### config.mk
export PLATFORM = sky130hd
export DESIGN_NAME = wdt_timer
export DESIGN_NICKNAME = d
export VERILOG_FILES = /design/src/rtl/wdt_pkg.sv /design/src/rtl/wdt_tick_counter.sv /design/src/rtl/wdt_timer.sv
export SDC_FILE = /design/constraint.sdc
export NUM_CORES = 1
export LEC_CHECK = 0
export BUFFER_PORTS_ARGS = -buffer_cell sky130_fd_sc_hd__buf_2
export CAP_MARGIN = 20
export CORE_MARGIN = 2
export CORE_UTILIZATION = 45
export CTS_CLUSTER_DIAMETER = 80
export CTS_CLUSTER_SIZE = 24
export DETAILED_ROUTE_END_ITERATION = 16
export GPL_ROUTABILITY_DRIVEN = 0
export PLACE_DENSITY = 0.7
export SYNTH_ARGS = -nofsm -noshare
export SYNTH_HDL_FRONTEND = slang
export SYNTH_SLANG_ARGS = --single-unit
### constraint.sdc
create_clock -name LpcClock -period 6.2 [get_ports LpcClock]
set_input_delay 0.62 -clock LpcClock [delete_from_list [all_inputs] [get_ports LpcClock]]
set_output_delay 0.62 -clock LpcClock [all_outputs]
set_load 0.1 [all_outputs]
### src/rtl/wdt_pkg.sv
// Shared definitions for the software watchdog timer.
//   wdt_state_e    : watchdog state encoding (also the WdtState readback value)
//   CNT_W_DEF      : default width of the timeout/count field, in 125 ms ticks
//   TICK_PERIOD_MS : period of the Strobe125msec tick
package wdt_pkg;

  typedef enum logic [1:0] {
    WDT_IDLE = 2'd0,
    WDT_RUN  = 2'd1,
    WDT_HOLD = 2'd2,
    WDT_LOCK = 2'd3
  } wdt_state_e;

  localparam int CNT_W_DEF      = 8;
  localparam int TICK_PERIOD_MS = 125;

endpackage

### src/rtl/wdt_tick_counter.sv
// Loadable down-counter used for both the watchdog count and the reset hold
// count.  Load has priority over decrement; decrement saturates at zero.
// Ports:
//   LpcClock, ResetN : clock, async active-low reset (count resets to 0)
//   load, load_val   : synchronous load
//   dec              : decrement by one (ignored when count is already 0)
//   count            : registered count
//   count_nxt        : value count takes at the next edge
//   dec_done         : this decrement takes the count from 1 to 0
module wdt_tick_counter #(
  parameter int W = 8
) (
  input  logic         LpcClock,
  input  logic         ResetN,
  input  logic         load,
  input  logic [W-1:0] load_val,
  input  logic         dec,
  output logic [W-1:0] count,
  output logic [W-1:0] count_nxt,
  output logic         dec_done
);

  always_comb begin
    count_nxt = count;
    if (load) begin
      count_nxt = load_val;
    end else if (dec && (count != '0)) begin
      count_nxt = count - W'(1);
    end
  end

  assign dec_done = dec && !load && (count == W'(1));

  always_ff @(posedge LpcClock or negedge ResetN) begin
    if (!ResetN) begin
      count <= '0;
    end else begin
      count <= count_nxt;
    end
  end

endmodule

### src/rtl/wdt_timer.sv
// Software watchdog timer, LpcClock domain.  Counts down a programmable
// timeout in 125 ms ticks, flags a pre-warning near the end, then requests a
// board reset for HOLD_TICKS ticks and locks until software drops the enable.
//
//   state | meaning
//   IDLE  | disarmed, count held at 0
//   RUN   | armed, counting down on each strobe, kick reloads
//   HOLD  | expired, reset request asserted, cannot be aborted
//   LOCK  | request finished, waits for WdtEnable=0 before re-arming
//
// Ports:
//   LpcClock, ResetN  : clock, async active-low reset
//   Strobe125msec     : one-cycle 125 ms tick
//   WdtEnable         : arm level
//   WdtKick           : service pulse, reloads the count in RUN
//   WdtTimeout        : reload value in ticks (0 keeps the block idle)
//   WdtClearStatus    : clears the sticky WdtExpired flag
//   WdtCount          : remaining ticks
//   WdtState          : current state encoding
//   WdtPreWarn        : count is nonzero and within PREWARN_TICKS in RUN
//   WdtResetReq       : reset request to the power/reset sequencer
//   WdtExpired        : sticky expiry flag
module wdt_timer
  import wdt_pkg::*;
#(
  parameter int CNT_W         = CNT_W_DEF,
  parameter int PREWARN_TICKS = 8,
  parameter int HOLD_TICKS    = 4
) (
  input  logic             LpcClock,
  input  logic             ResetN,
  input  logic             Strobe125msec,
  input  logic             WdtEnable,
  input  logic             WdtKick,
  input  logic [CNT_W-1:0] WdtTimeout,
  input  logic             WdtClearStatus,
  output logic [CNT_W-1:0] WdtCount,
  output logic [1:0]       WdtState,
  output logic             WdtPreWarn,
  output logic             WdtResetReq,
  output logic             WdtExpired
);

  localparam int HOLD_W = $clog2(HOLD_TICKS + 1);

  wdt_state_e state_q, state_d;

  logic             cnt_load;
  logic [CNT_W-1:0] cnt_load_val;
  logic             cnt_dec;
  logic [CNT_W-1:0] cnt_q;
  logic [CNT_W-1:0] cnt_nxt;
  logic             cnt_expire;

  logic              hold_load;
  logic              hold_dec;
  logic              hold_done;
  logic [HOLD_W-1:0] hold_unused_cnt;
  logic [HOLD_W-1:0] hold_unused_nxt;

  logic expire_set;
  logic prewarn_q;
  logic reset_req_q;
  logic expired_q;

  wdt_tick_counter #(.W(CNT_W)) u_main_cnt (
    .LpcClock  (LpcClock),
    .ResetN    (ResetN),
    .load      (cnt_load),
    .load_val  (cnt_load_val),
    .dec       (cnt_dec),
    .count     (cnt_q),
    .count_nxt (cnt_nxt),
    .dec_done  (cnt_expire)
  );

  wdt_tick_counter #(.W(HOLD_W)) u_hold_cnt (
    .LpcClock  (LpcClock),
    .ResetN    (ResetN),
    .load      (hold_load),
    .load_val  (HOLD_W'(HOLD_TICKS)),
    .dec       (hold_dec),
    .count     (hold_unused_cnt),
    .count_nxt (hold_unused_nxt),
    .dec_done  (hold_done)
  );

  always_ff @(posedge LpcClock or negedge ResetN) begin
    if (!ResetN) begin
      state_q <= WDT_IDLE;
    end else begin
      state_q <= state_d;
    end
  end

  always_comb begin
    state_d      = state_q;
    cnt_load     = 1'b0;
    cnt_load_val = '0;
    cnt_dec      = 1'b0;
    hold_load    = 1'b0;
    hold_dec     = 1'b0;
    expire_set   = 1'b0;

    unique case (state_q)
      WDT_IDLE: begin
        // Load 0 when not arming so IDLE always reads back a zero count.
        cnt_load = 1'b1;
        if (WdtEnable && (WdtTimeout != '0)) begin
          cnt_load_val = WdtTimeout;
          state_d      = WDT_RUN;
        end
      end

      WDT_RUN: begin
        if (!WdtEnable) begin
          cnt_load = 1'b1;
          state_d  = WDT_IDLE;
        end else if (WdtKick) begin
          // Kick beats a coincident strobe: reload only, no decrement.
          cnt_load     = 1'b1;
          cnt_load_val = WdtTimeout;
        end else if (Strobe125msec) begin
          cnt_dec = 1'b1;
          if (cnt_expire) begin
            hold_load  = 1'b1;
            expire_set = 1'b1;
            state_d    = WDT_HOLD;
          end
        end
      end

      WDT_HOLD: begin
        // Enable and kick are deliberately ignored so the request runs its
        // full length once issued.
        hold_dec = Strobe125msec;
        if (hold_done) begin
          state_d = WDT_LOCK;
        end
      end

      WDT_LOCK: begin
        if (!WdtEnable) begin
          state_d = WDT_IDLE;
        end
      end

      default: state_d = WDT_IDLE;
    endcase
  end

  // Status flags are registered from next-state values so they line up with
  // the count and state they describe.
  always_ff @(posedge LpcClock or negedge ResetN) begin
    if (!ResetN) begin
      prewarn_q   <= 1'b0;
      reset_req_q <= 1'b0;
      expired_q   <= 1'b0;
    end else begin
      prewarn_q   <= (state_d == WDT_RUN) && (cnt_nxt != '0) &&
                     (cnt_nxt <= CNT_W'(PREWARN_TICKS));
      reset_req_q <= (state_d == WDT_HOLD);
      if (expire_set) begin
        expired_q <= 1'b1;
      end else if (WdtClearStatus) begin
        expired_q <= 1'b0;
      end
    end
  end

  assign WdtCount    = cnt_q;
  assign WdtState    = state_q;
  assign WdtPreWarn  = prewarn_q;
  assign WdtResetReq = reset_req_q;
  assign WdtExpired  = expired_q;

endmodule

== Word-level counts from Yosys, hierarchy flattened ==
Index checks and enable logic that the tools add are counted.
W data, S select, Z words.
Storage, ports and cells
  logic and storage cells: 65
  register bits: 16
  output and inout bits: 13
  bits of input ports: 14
Operators by class
  mux-type cells: 31
  magnitude comparators: 1
  equal/unequal tests: 7
  reduce and logical (&&, ||, !) cells: 18
  add/sub/neg operators: 2
Operators by type and width (number)
  $mux W8: 5
  $reduce_bool A8 Y1: 3
  $pmux W8 S2: 1
  $mux W1: 14
  $mux W2: 7
  $logic_and A1 B1 Y1: 9
  $eq A8 B1 Y1 const B: 1
  $le A8 B4 Y1 const B: 1
  $pmux W2 S4: 1
  $sub A8 B1 Y8 const B: 1
  $eq A2 B2 Y1 const B: 3
  $mux W3: 2
  $eq A2 B1 Y1 const B: 2
  $reduce_bool A2 Y1: 2
  $eq A3 B1 Y1 const B: 1
  $reduce_bool A3 Y1: 1
  $sub A3 B1 Y3 const B: 1
  $logic_not A1 Y1: 2
  $logic_not A2 Y1: 1
  $pmux W1 S2: 1

== Depth between registers and ports, before layout ==
Gate-level depths: netlist (run 1).
  word-level depth: 19
  mapped depth: 8
  mapped depth without buffers: 8

== Cells and area by module ==
Synthesis (run 1) repeated with hierarchy kept, for this count alone.
Second synthesis, totals
  cell total of the unflattened synthesis: 129
  area total of the unflattened synthesis: 1191.1 um^2
Modules (own cells, without submodules)
  wdt_tick_counter (u_main_cnt): sequential area each 200.2 um^2, area each 570.5 um^2, times used 1, cells an instance 63
  wdt_timer: sequential area each 125.1 um^2, area each 394.1 um^2, times used 1, cells an instance 44
  wdt_tick_counter (u_hold_cnt): sequential area each 75.1 um^2, area each 226.5 um^2, times used 1, cells an instance 22

== Worst setup path after synthesis (run 1) ==
OpenSTA, ideal clock, no wires.
  path type: register -> register
  start: register u_main_cnt.count[1]
  end: register prewarn_q (netlist: WdtPreWarn)
  data required time: 6089 ps
  buffers on the path: 0
  library setup time: 111 ps
  clock period less this slack: 2876 ps
  cell stages (with the launch flop): 9
  path slack: 3324 ps
  arrival time: 2765 ps
  path through: dfrtp_1 -> inv_1 -> ha_1 -> or4b_4 -> o211ai_2 -> mux2i_1 -> nor4_2 -> or3_1 -> a2111oi_2
On the way
  cells in the longest elaborated chain, start to end: 15
  elaborated cells on any way between the ends: 26
  classes of those cells: 1 x add/sub; 1 x order compare; 2 x eq/ne; 13 x mux; 9 x reduce/logical
Ends and longest elaborated chain
  from (decl): line wdt_tick_counter.sv:18  | output logic [W-1:0] count,
  from (signal assigned): line wdt_tick_counter.sv:38  | count <= count_nxt;
  $eq A8 B1 Y1: line wdt_tick_counter.sv:32  | assign dec_done = dec && !load && (count == W'(1));
  $logic_and A1 B1 Y1: line wdt_tick_counter.sv:32
  $mux W1: line wdt_timer.sv:125  | if (cnt_expire) begin
  $mux W1: line wdt_timer.sv:123  | end else if (Strobe125msec) begin
  $mux W1: line wdt_timer.sv:119  | end else if (WdtKick) begin
  $mux W1: line wdt_timer.sv:116  | if (!WdtEnable) begin
  $mux W1: line wdt_timer.sv:105  | unique case (state_q)
  $logic_not A1 Y1: line wdt_tick_counter.sv:32
  $logic_and A1 B1 Y1 (2 in series): line wdt_tick_counter.sv:32
  $mux W2: line wdt_timer.sv:137  | if (hold_done) begin
  $pmux W2 S4: line wdt_timer.sv:105
  $eq A2 B1 Y1: line wdt_timer.sv:160  | prewarn_q <= (state_d == WDT_RUN) && (cnt_nxt != '0) &&
  $logic_and A1 B1 Y1: line wdt_timer.sv:160
  $logic_and A1 B1 Y1 (*): line wdt_timer.sv:160
  to (signal assigned): line wdt_timer.sv:160
  to (decl): line wdt_timer.sv:62  | logic prewarn_q;
Every way passes the cells marked *; elsewhere a longest branch is shown, timed or not.
A chain may end at the register's enable or synchronous reset.

== Worst setup path in the final report (run 1) ==
  start: register u_main_cnt.count[0]
  end: register prewarn_q (netlist: WdtPreWarn)
Same word-level chain as after synthesis.

==> run summary, run 1 <==
The flow ran to the end, and the final reports show no timing, DRC or antenna violations. The deepest clock path buffer count came out at 2. The area share of the largest cell type after synthesis is about two fifths. The final antenna diode count came out at 0.

Dividing the detail-routed wire length by the instance count gives 14.4 µm. The proportion of synthesized flip-flops having asynchronous set or reset is between 90% and 100%. The die area came out at around 0.0027 mm². The number of global-route vias before repair came out at approximately 910. For this configuration, the core starts out at a cell density of about 47%. The number of setup violations in the final report is 0.

Setup repair after global routing left no endpoint under its margin. Clock tree synthesis inserted a total of 3 buffers. The count of cells resized by post-cts repair is 0. The detailed-route via count is 931. In this run the register-to-register setup slack is ~3.5 ns. Among all flip-flop cells after synthesis, the most frequent one is dfrtp_1. The number of routed nets with antenna violations is 0. The mean area per synthesized cell is approximately 9.2 µm².

TritonCTS built the clock tree. The kind of path behind the tightest hold check is in -> async. Yosys attributes the largest share of cell area to dfrtp_1 (39%), ha_1 (6.1%), o21ai_0 (4.4%). The maximum number of pins on one net before global-route repair came out at 17.

The first-pass iteration count of the detailed router came out at 4. The synthesized netlist net count is about 130. The first-pass GRT wire length came out at between 4000 and 5000 µm. Global routing finished with a remaining overflow of 0.

The number of DRC markers after the initial detailed-route iteration is 14. CTS built an H-tree with a depth of 1. The final-layout setup total negative slack is 0 ns.

The clock net in this run drives a total of 16 sinks. The layout cell share with drive strength beyond 1 is approximately 28%. The floorplan die height came out at roughly 52 µm. The static leakage came out at ~0.61 nW.

After legalization and detailed placement, the total HPWL measured ~1900 µm. The final-stage net count came out at approximately 160. The required time reported for the critical path endpoint is around 6.4 ns. The floorplan step set the die width to 51.8 µm.

The critical path in this run is classified as reg -> reg. The DRC violations left came out at 0. Leaving out fill and tap cells, the most frequent cells in the layout are buf_2 (26), dfrtp_1 (16), inv_1 (11). The detail-routed via count per cell came out at 5.54.

The buffer count from post-CTS setup fixing came out at 0. The actual slew at the worst max-slew pin came out at about 0.93 ns. The number of top-level pins came out at 27. The count of input and output buffers is 26. After clock tree synthesis, the clock-pin slew on the worst setup and hold paths is around 0.090 ns. The total wire length is around 2400 µm.

The final design area excluding fillers is around 0.0012 mm². The post-synthesis register bit count came out at 16. The library cell used most frequently in the layout, excluding fill and tap cells, is buf_2. The hold violation count in the final report is 0. The growth of design area from synthesis to finish is 17.8%.

The max-slew violation total from the final report came out at 0. The floorplan has 17 rows. The post-route clock period utilization came out at between 40% and 50%.

The synthesized design contains 0 enable-type register cells. The instance count of the mapped netlist is around 110. Across the run, the number of max-cap violations was 0. The number of synthesis warnings came out at 0.

The worst-case IR drop observed on VDD is ~130 µV. The initial antenna violation count is 0. For this run, the register share of the synthesized area comes to between 30% and 40%. The internal power summed over all cells came out at 0.168 mW. In this run, the clock network consumes roughly 17% of the power.

The combined global-route utilization of all metal layers came out at 20.4%. The minimum clock period after layout came out at ~2.7 ns. The number of unique standard cell types used by synthesis is 40. The sequential share of power came out at around two fifths.

At the later pin of the worst-skew pair, clock insertion delay measures about 0.28 ns. In this run the cell area measured after placement is roughly 0.0012 mm². The cell accounting for the most synthesized area is dfrtp_1. The achievable frequency is between 300 and 400 MHz. The net switching power of the design came out at approximately 0.13 mW. The worst setup path is captured at a flip-flop. Combinational logic is responsible for roughly two fifths of the overall power. The critical path startpoint category is a flip-flop. The core region area is roughly 0.0022 mm².

The clock root buffer master is clkbuf_4. The largest fanout on the critical path is 5. The worst slew margin relative to its limit came out at 37.7%. The cell area that synthesis handed to floorplanning was ~0.0010 mm². In this run, post-CTS hold repair placed 0 buffers. The worst endpoint data arrival time is about 2.8 ns. The worst clock skew is between 0.003 and 0.004 ns. The power per cell area came out at roughly 250 mW/mm². Net switching is approximately 44% of the power.
==> sequential cells by signal, indices dropped and copies added, names as in the netlist <==
register          cells
WdtPreWarn            1
u_hold_cnt.count      3
u_main_cnt.count      8
WdtExpired            1
WdtState              2
WdtResetReq           1
==> critical path, stage by stage (launching register included) <==
cell       delay (ns)
dfrtp_1          0.43
inv_1            0.10
ha_1             0.24
or4b_4           0.51
o211ai_2         0.21
mux2i_1          0.33
nor4_2           0.09
or3_1            0.34
a2111oi_2        0.31
==> stage by stage <==
stage | power, mW | instances | setup WS, ns | util (%) | hold slack, ns
finish | 0.300 | 168 | 3.54 | 55.2 | 0.235
floorplan | 0.222 | 112 | 3.32 | - | 0.324
detailed placement | 0.250 | 165 | 3.54 | 54.2 | 0.463
CTS | 0.304 | 168 | 3.54 | 55.2 | 0.236
global placement | 0.248 | 165 | 3.65 | 54.2 | 0.473
global route | 0.316 | 168 | 3.39 | 55.2 | 0.238
==> cell families (layout without fill, tap and decap cells) <==
family	Yosys count	count (layout)	share of synthesized area, %
xor gates and xnor gates	3	3	2.56
DFF	16	16	39.0
muxes	4	4	3.90
buffers and inverters	12	40	4.51
and+or+nand+nor	44	44	25.2
AOI/OAI and AO/OA	28	28	18.8
adders and majority gates	5	5	6.09
==> metal layers <==
| metal | share of wire, % | global-route usage (%) | vias to the layer above | routed length [µm] |
|---|---|---|---|---|
| met1 | 48 | 28.0 | 440 | 1160 |
| li1 | - | - | 464 | - |
| met2 | 46 | 31.6 | 25 | 1120 |
| met3 | 4.7 | 2.59 | 2 | 114 |
| met4 | 0.50 | 10.1 | 0 | 12 |
| met5 | 0 | 0 | - | 0 |
==> final cells by class <==
type	count	area [µm²]
Multi-Input combinational cell	84	581
Clock buffer	3	22.5
Tap cell	28	35.0
Fill cell	214	981
Inverter	11	41.3
Timing Repair Buffer	26	130
Sequential cell	16	400
==> power by group through the flow <==
stage / clock network, mW / registers (mW) / logic (mW)
after global routing: 0.0577 / 0.126 / 0.132
after CTS: 0.0557 / 0.124 / 0.124
after floorplan: 0 / 0.176 / 0.0466
after global placement: 0 / 0.126 / 0.123
after detailed placement: 0 / 0.126 / 0.123
final: 0.0521 / 0.125 / 0.124
==> Yosys cell counts, types with 2 or more instances <==
| master | count |
|---|---|
| o22ai_1 | 2 |
| o21ai_0 | 9 |
| nand2b_1 | 2 |
| nor3_1 | 4 |
| mux2i_1 | 4 |
| dfrtp_1 | 16 |
| ha_1 | 5 |
| xnor2_1 | 3 |
| or3_1 | 4 |
| nor2b_1 | 3 |
| a21oi_1 | 3 |
| inv_1 | 11 |
| or2_2 | 2 |
| nand2_1 | 10 |
| nor2_1 | 6 |
| nor4_1 | 3 |
| a21o_1 | 2 |
==> final timing paths <==
kind / from / to / cells past startpoint
setup / recovery: u_main_cnt.count[0] / WdtPreWarn / 8
hold / removal: ResetN / u_main_cnt.count[4] / 1
setup reg to reg: u_main_cnt.count[0] / WdtPreWarn / 8
hold reg to reg: WdtExpired / WdtExpired / 1
max in group asynchronous: ResetN / WdtExpired / 1
min in group LpcClock: WdtExpired / WdtExpired / 1
(Power assumes the default switching activity.)
==> run 2: changes to the inputs <==
Settings changed: PLACE_DENSITY 0.7 to 0.72.
Clock period 6.2 ns to 2.4 ns, I/O delays scaled along.
==> run 2 against run 1 <==
  * The flow now finishes with violations (negative setup slack)
  * Register-to-register slack worse by 3.6 ns
  * Core utilization is 8.1 points higher
  * Sequential share of layout area is 3.3 points lower
  * First-iteration DRC count is 71% higher
  * Clock power grew to 2.6 times the previous value
  * Critical endpoint unchanged
  * Largest cell class unchanged
  * Highest routed layer unchanged
==> run summary, run 2 (synthesis results as in run 1) <==
Wires add up to ~2600 µm. For the worst flop-to-flop path, the logic depth is 8. The top cell types in the final layout, fill and taps aside, are buf_2 (26), buf_4 (16), dfrtp_1 (10), nand2_1 (10).

The number of DRC markers after the initial detailed-route iteration is 24. The net switching power of the design is about 0.36 mW. The overall power after layout is roughly 0.84 mW. Measured on the finished design, the core utilization comes to 63.3%. The worst voltage drop across the vdd grid came out at roughly 400 µV. The initial antenna violation count is 0.

The worst-skew pair later-pin latency is ~0.28 ns. The detail-routed via count per cell came out at 5.37. The number of flip-flops in the largest register came out at 8.

The post-route clock period utilization is 102%. The placement-stage cell area came out at between 0.001 and 0.0015 mm². Counting the fill cells in the layout gives about 180.

The sum of overflow across all layers after global routing came out at 0. The worst hold slack after final layout is 0.210 ns. The number of routed nets with antenna violations is 0. The number of global-route vias before repair is roughly 940. The depth of the CTS H-tree came out at 1. Counting instances, the worst hold path has a depth of 3. 0 antenna diodes ended up in the layout. In the final routed layout, each cell accounts on average for between 10 and 15 µm.

The routed layout has roughly 990 vias. The first-pass iteration count of the detailed router is 4. Clock-pin slew was measured on the worst setup and hold paths at ~0.09 ns.

The worst slew margin relative to its limit is approximately two thirds. Measured along the x axis, the die boundary spans roughly 52 µm. After floorplanning, the core was sized to cover between 0.002 and 0.0025 mm². The growth of design area from synthesis to finish is 35.0%. The critical path startpoint category is a flip-flop. Counting tap cells, the placed design contains a total of approximately 180 instances. For this run, the post-layout net count is about 180. The number of max-cap violations came out at 0. The number of sinks handled by clock tree synthesis is 16. The standard-cell row count is 17.

The layout cell share with drive strength beyond 1 came out at 42.0%. After legalization and detailed placement, the total HPWL measured 2010 µm. For the pin with the worst max-slew slack, the measured transition is ~0.51 ns. The run finished, with violations left. The effective utilization at floorplan came out at a little under half.

Setup violations remaining at the end of the flow were counted as 1. Static timing analysis puts the maximum clock frequency at a little over 400 MHz. The sequential share of power came out at ~38%. During I/O placement, the number of pins put on the boundary was 27. The deepest clock path buffer count is 2. The most frequent standard cell in the layout excluding fill and tap cells is buf_2.

The internal power summed over all cells is between 0.4 and 0.5 mW. The max-slew violation total from the final report is 0. Data on the critical path is required at its endpoint by roughly 2.6 ns.

In this run the tool buffered the top-level ports with 26 buffer cells. In the routed design, unresolved DRC markers number 0. The first-pass GRT wire length came out at ~4200 µm. The floorplan die height came out at just over 50 µm. In this run the worst hold path is classified as in -> reg. The maximum number of pins on one net before global-route repair is 17. The die area came out at 0.00268 mm².

The register with the most flip-flops in the final layout is u_main_cnt.count. The critical path is of the reg -> reg type. The final worst slack came out at -0.0586 ns. The clock root buffer master is clkbuf_4. The hold violation count in the final report is 0. The clock network power share came out at between 10% and 20%.

After routing the design area is about 0.0014 mm². The CTS tree is yes. The number of buffers inserted during clock tree synthesis is 3.

In the global route stage, overall resource usage came out at between 20% and 30%. The post-layout instance count excluding filler cells is approximately 190. The largest fanout on the critical path is 2.

STA classifies the critical path endpoint as a flip-flop. Setup repair after global routing could not meet its margin everywhere. The power per cell area came out at approximately 600 mW/mm². The final reports fail on negative setup slack. The share of total power in combinational logic is ~46%. The worst clock skew came out at ~0.0015 ns. Data on the critical path arrives at its endpoint at around 2.6 ns. The routed design could run at a clock period as short as about 2.5 ns. The static leakage is approximately 0.69 nW. The share of total power consumed by net switching is 43.2%.
[run 2: cell count changes in the layout (fill, tap and decap cells not counted), sizes merged]
cell	previous run	this run
dlygate4sd3	0	1
buf	26	42
[run 2: layout make-up]
cell class,count,area [µm²],share of cell area (%)
Multi-Input combinational cell,84,609,44.0
Sequential cell,16,413,29.8
Timing Repair Buffer,43,260,18.8
Inverter,11,46.3,3.34
Tap cell,28,35.0,2.53
Clock buffer,3,22.5,1.62
[run 2: stage by stage]
step / worst slack (ns) / TNS (ns)
global placement: -0.0120 / -0.0120
finish: -0.0586 / -0.0586
floorplan: -0.192 / -0.192
detailed placement: -0.0918 / -0.0918
global route: -0.195 / -0.195
CTS: -0.0565 / -0.0565
[run 2: final timing paths]
check | slack (ns) | endpoint | start
setup / recovery | -0.06 | WdtPreWarn | u_main_cnt.count[0]
hold / removal | 0.21 | u_main_cnt.count[5] | WdtTimeout[5]
setup reg to reg | -0.06 | WdtPreWarn | u_main_cnt.count[0]
hold reg to reg | 0.51 | WdtExpired | WdtExpired
max in group asynchronous | 1.71 | u_main_cnt.count[0] | ResetN
min in group asynchronous | 0.39 | WdtExpired | ResetN
[run 2: repair_timing]
item | CTS | global route
resized for setup | 2 | 1
endpoints found under the hold margin | 16 | 0
pin swaps | 1 | 0
endpoints found under the setup margin | 1 | 1
hold buffers | 1 | 0
setup buffers | 2 | 1
[run 2: worst max-delay path: stages (launching register included)]
cell	delay (ns)
dfrtp_4	0.49
inv_4	0.07
ha_4	0.12
or4b_4	0.48
o211ai_4	0.21
mux2i_2	0.28
nor4_2	0.08
or3_1	0.33
a2111oi_2	0.29
[run 2: per-layer routing]
metal | GRT usage, % | vias up | part of all wire [%]
met1 | 31.0 | 462 | 46
met4 | 7.89 | 0 | 1.4
met2 | 34.8 | 33 | 46
met3 | 1.72 | 5 | 6.2
li1 | - | 493 | -
met5 | 0 | - | 0
[run 2: power by group through the flow]
| stage | Combinational, mW | Clock, mW | Sequential [mW] |
|---|---|---|---|
| final | 0.383 | 0.137 | 0.317 |
| after global routing | 0.408 | 0.155 | 0.321 |
| after CTS | 0.379 | 0.141 | 0.317 |
| after detailed placement | 0.368 | 0 | 0.323 |
| after global placement | 0.363 | 0 | 0.322 |
| after floorplan | 0.126 | 0 | 0.461 |
==> run 3: changes to the inputs <==
Settings changed: CAP_MARGIN 20 to not set, CORE_UTILIZATION 45 to 46, PLACE_DENSITY 0.72 to 0.74.
==> run 3 against run 2 <==
  * The flow still finishes with violations (negative setup slack)
  * Non-clock buffer count decreased by 2
  * Combinational power about the same
  * Global-route usage rose by 1.7 points
  * First-iteration DRC count grew 50%
  * Sequential cell count stayed put
  * Register-to-register slack got worse by 0.06 ns
  * Sequential power hardly changed
  * Critical path type unchanged
  * Critical endpoint unchanged
  * Largest power group unchanged
==> run summary, run 3 (synthesis results as in run 1) <==
The flow ran to the end, but the final reports show violations. The final reports fail on negative setup slack. The sequential share of power is between 30 and 40%. The worst setup path is captured at a flip-flop.

The sequential cells in the finished layout cover a total of approximately 410 µm². For this run, the top clock speed supported by timing is ~400 MHz. The first-pass iteration count of the detailed router came out at 4.

The sum of overflow across all layers after global routing came out at 0. The number of max-cap violations came out at 0. u_main_cnt.count holds more flip-flops than any other register. Setup repair after global routing could not meet its margin everywhere. The worst-skew pair later-pin latency came out at between 0.2 and 0.3 ns. The standard-cell row count is 17. The number of setup violations in the final report is 1.

The largest fanout on the critical path is 2. The worst pin sits at a relative slew slack of between 60% and 70%. The critical path is of the reg -> reg type. The number of routed nets with antenna violations came out at 0. The count of input and output buffers came out at 26. The initial antenna violation count came out at 0. The minimum clock period after layout came out at about 2.5 ns.

The CTS tree is yes. The HPWL after detailed placement is 2150 µm. The number of sinks handled by clock tree synthesis came out at 16.

The worst register-to-register path begins at u_main_cnt.count[0]. Across every metal layer, demand over resource in global routing totals between 20% and 30%. Leaving out fill and tap cells, the most frequent cells in the layout are buf_2 (26), buf_4 (14), dfrtp_1 (10), nand2_1 (10).

The routed wirelength normalized by instance count came out at approximately 15 µm. The post-route clock period utilization is 105%. The max-slew violation total from the final report came out at 0. The number of DRC markers after the initial detailed-route iteration came out at 36. From bottom edge to top edge, the die measures between 50 and 60 µm.

The maximum number of pins on one net before global-route repair is 17. The clock passes through at most 2 buffers. The effective utilization at floorplan is between 40 and 50%. Summed over all failing endpoints, the final setup total negative slack is -0.122 ns. The total wire length is 2730 µm. The required time reported for the critical path endpoint is 2.58 ns. Summing all multi-input logic gate instances after layout gives between 600 and 700 µm². The worst voltage drop across the vdd grid came out at about 440 µV.

The worst endpoint data arrival time is between 2 and 3 ns. The number of global-route vias before repair is slightly above 1000. The final cell utilization of the core came out at 63.8%.

For this run, design rule violations remaining after detail routing come to 0. The filler cells instantiated in the layout total between 150 and 200. The net switching power of the design came out at around 0.37 mW. The static leakage came out at between 0.6 and 0.7 nW. The number of top-level pins came out at 27. The number of flip-flops in the largest register came out at 8. Net switching is between 40% and 50% of the power. The depth of the CTS H-tree is 1.

The die area is ~0.0026 mm². The worst clock skew is between 0.001 and 0.0015 ns. The first-pass GRT wire length is about 4600 µm.

The clock network power share came out at about a fifth. The share of total power dissipated in combinational logic is a little over two fifths. The number of buffers inserted during clock tree synthesis came out at 3. The clock root buffer master is clkbuf_4. The startpoint of the lowest-slack hold path is WdtTimeout[5]. The internal power summed over all cells came out at around 0.51 mW. The layout cell share with drive strength beyond 1 came out at 41.7%. The hold violation count in the final report came out at 0. The worst hold path belongs to the class in -> reg. The die is slightly above 50 µm wide. At the pin with the least slew margin, the transition time is about 0.53 ns. The final worst slack is -0.122 ns. At the end of the flow, the number of nets in the layout was about 180. Compared with the post-synthesis result, the final layout area differs by 34.8%.

The detailed-route via count came out at 1051. The detail-routed via count per cell came out at ~5.7. The most frequent standard cell in the layout excluding fill and tap cells is buf_2. Tracing the worst setup path back leads to its startpoint at u_main_cnt.count[0].

In this run the standard cell core region covers 0.00217 mm². The overall power after layout came out at roughly 0.88 mW. Dividing total power by cell area gives a power density of between 600 and 700 mW/mm². The final antenna diode count is 0. The post-CTS clock slew at the launch and capture registers of the worst setup and hold paths is around 0.10 ns. The worst setup path is launched from a flip-flop.
## run 3: changes by cell type in the layout (fill, tap and decap cells not counted)
| cell | before | now |
|---|---|---|
| buf_4 | 16 | 14 |
| a21oi_1 | 2 | 3 |
| a21oi_2 | 1 | 0 |
| clkbuf_8 | 0 | 1 |
| mux2i_1 | 3 | 2 |
| mux2i_2 | 1 | 2 |
## run 3: what timing repair did
item                       CTS  global route
hold endpoints to repair    16             0
hold buffers                 1             0
gates cloned                 0             0
resized for setup            3             0
buffers inserted             1             0
pin swaps                    1             0
setup endpoints to repair    1             1
## run 3: area by class of cell
type	count	area share (%)
inverter	11	3.34
sequential	16	29.8
tap	28	2.53
clock buffer	4	2.62
timing repair buffer	41	17.7
multi-input combinational	84	44.0
## run 3: power by group through the flow
stage	clock network (mW)	logic, mW	registers [mW]
global placement	0	0.362	0.321
floorplan	0	0.126	0.461
CTS	0.183	0.380	0.317
finish	0.181	0.381	0.317
detailed placement	0	0.369	0.322
global route	0.198	0.408	0.321
## run 3: worst max-delay path, stage by stage (launching register included)
cell	delay [ns]
dfrtp_4	0.50
inv_4	0.07
ha_4	0.12
or4b_4	0.47
o211ai_4	0.22
mux2i_2	0.31
nor4_2	0.08
or3_1	0.34
a2111oi_2	0.30
## run 3: final timing paths
| check | slack [ns] | cells past startpoint | to |
|---|---|---|---|
| min in group asynchronous | 0.39 | 2 | u_main_cnt.count[1] |
| setup / recovery | -0.12 | 8 | WdtPreWarn |
| setup reg to reg | -0.12 | 8 | WdtPreWarn |
| max in group asynchronous | 1.72 | 2 | u_main_cnt.count[0] |
| hold reg to reg | 0.51 | 1 | WdtExpired |
| hold / removal | 0.19 | 3 | u_main_cnt.count[5] |
## run 3: metal layers
| layer | vias up | global-route usage (%) | wire length, µm |
|---|---|---|---|
| li1 | 493 | - | - |
| met1 | 504 | 31.9 | 1170 |
| met2 | 46 | 39.8 | 1340 |
| met3 | 8 | 3.51 | 176 |
| met4 | 0 | 5.26 | 40 |
| met5 | - | 0 | 0 |
## run 3: metrics by stage
step                      area [µm²]  cells  setup WS, ns  hold slack [ns]
after floorplan                 1060    112        -0.192          -0.0556
after global placement          1320    178       -0.0132            0.165
after detailed placement        1320    178       -0.0968            0.172
after CTS                       1390    184       -0.0993            0.198
after global routing            1390    184        -0.250            0.196
final                           1390    184        -0.122            0.192
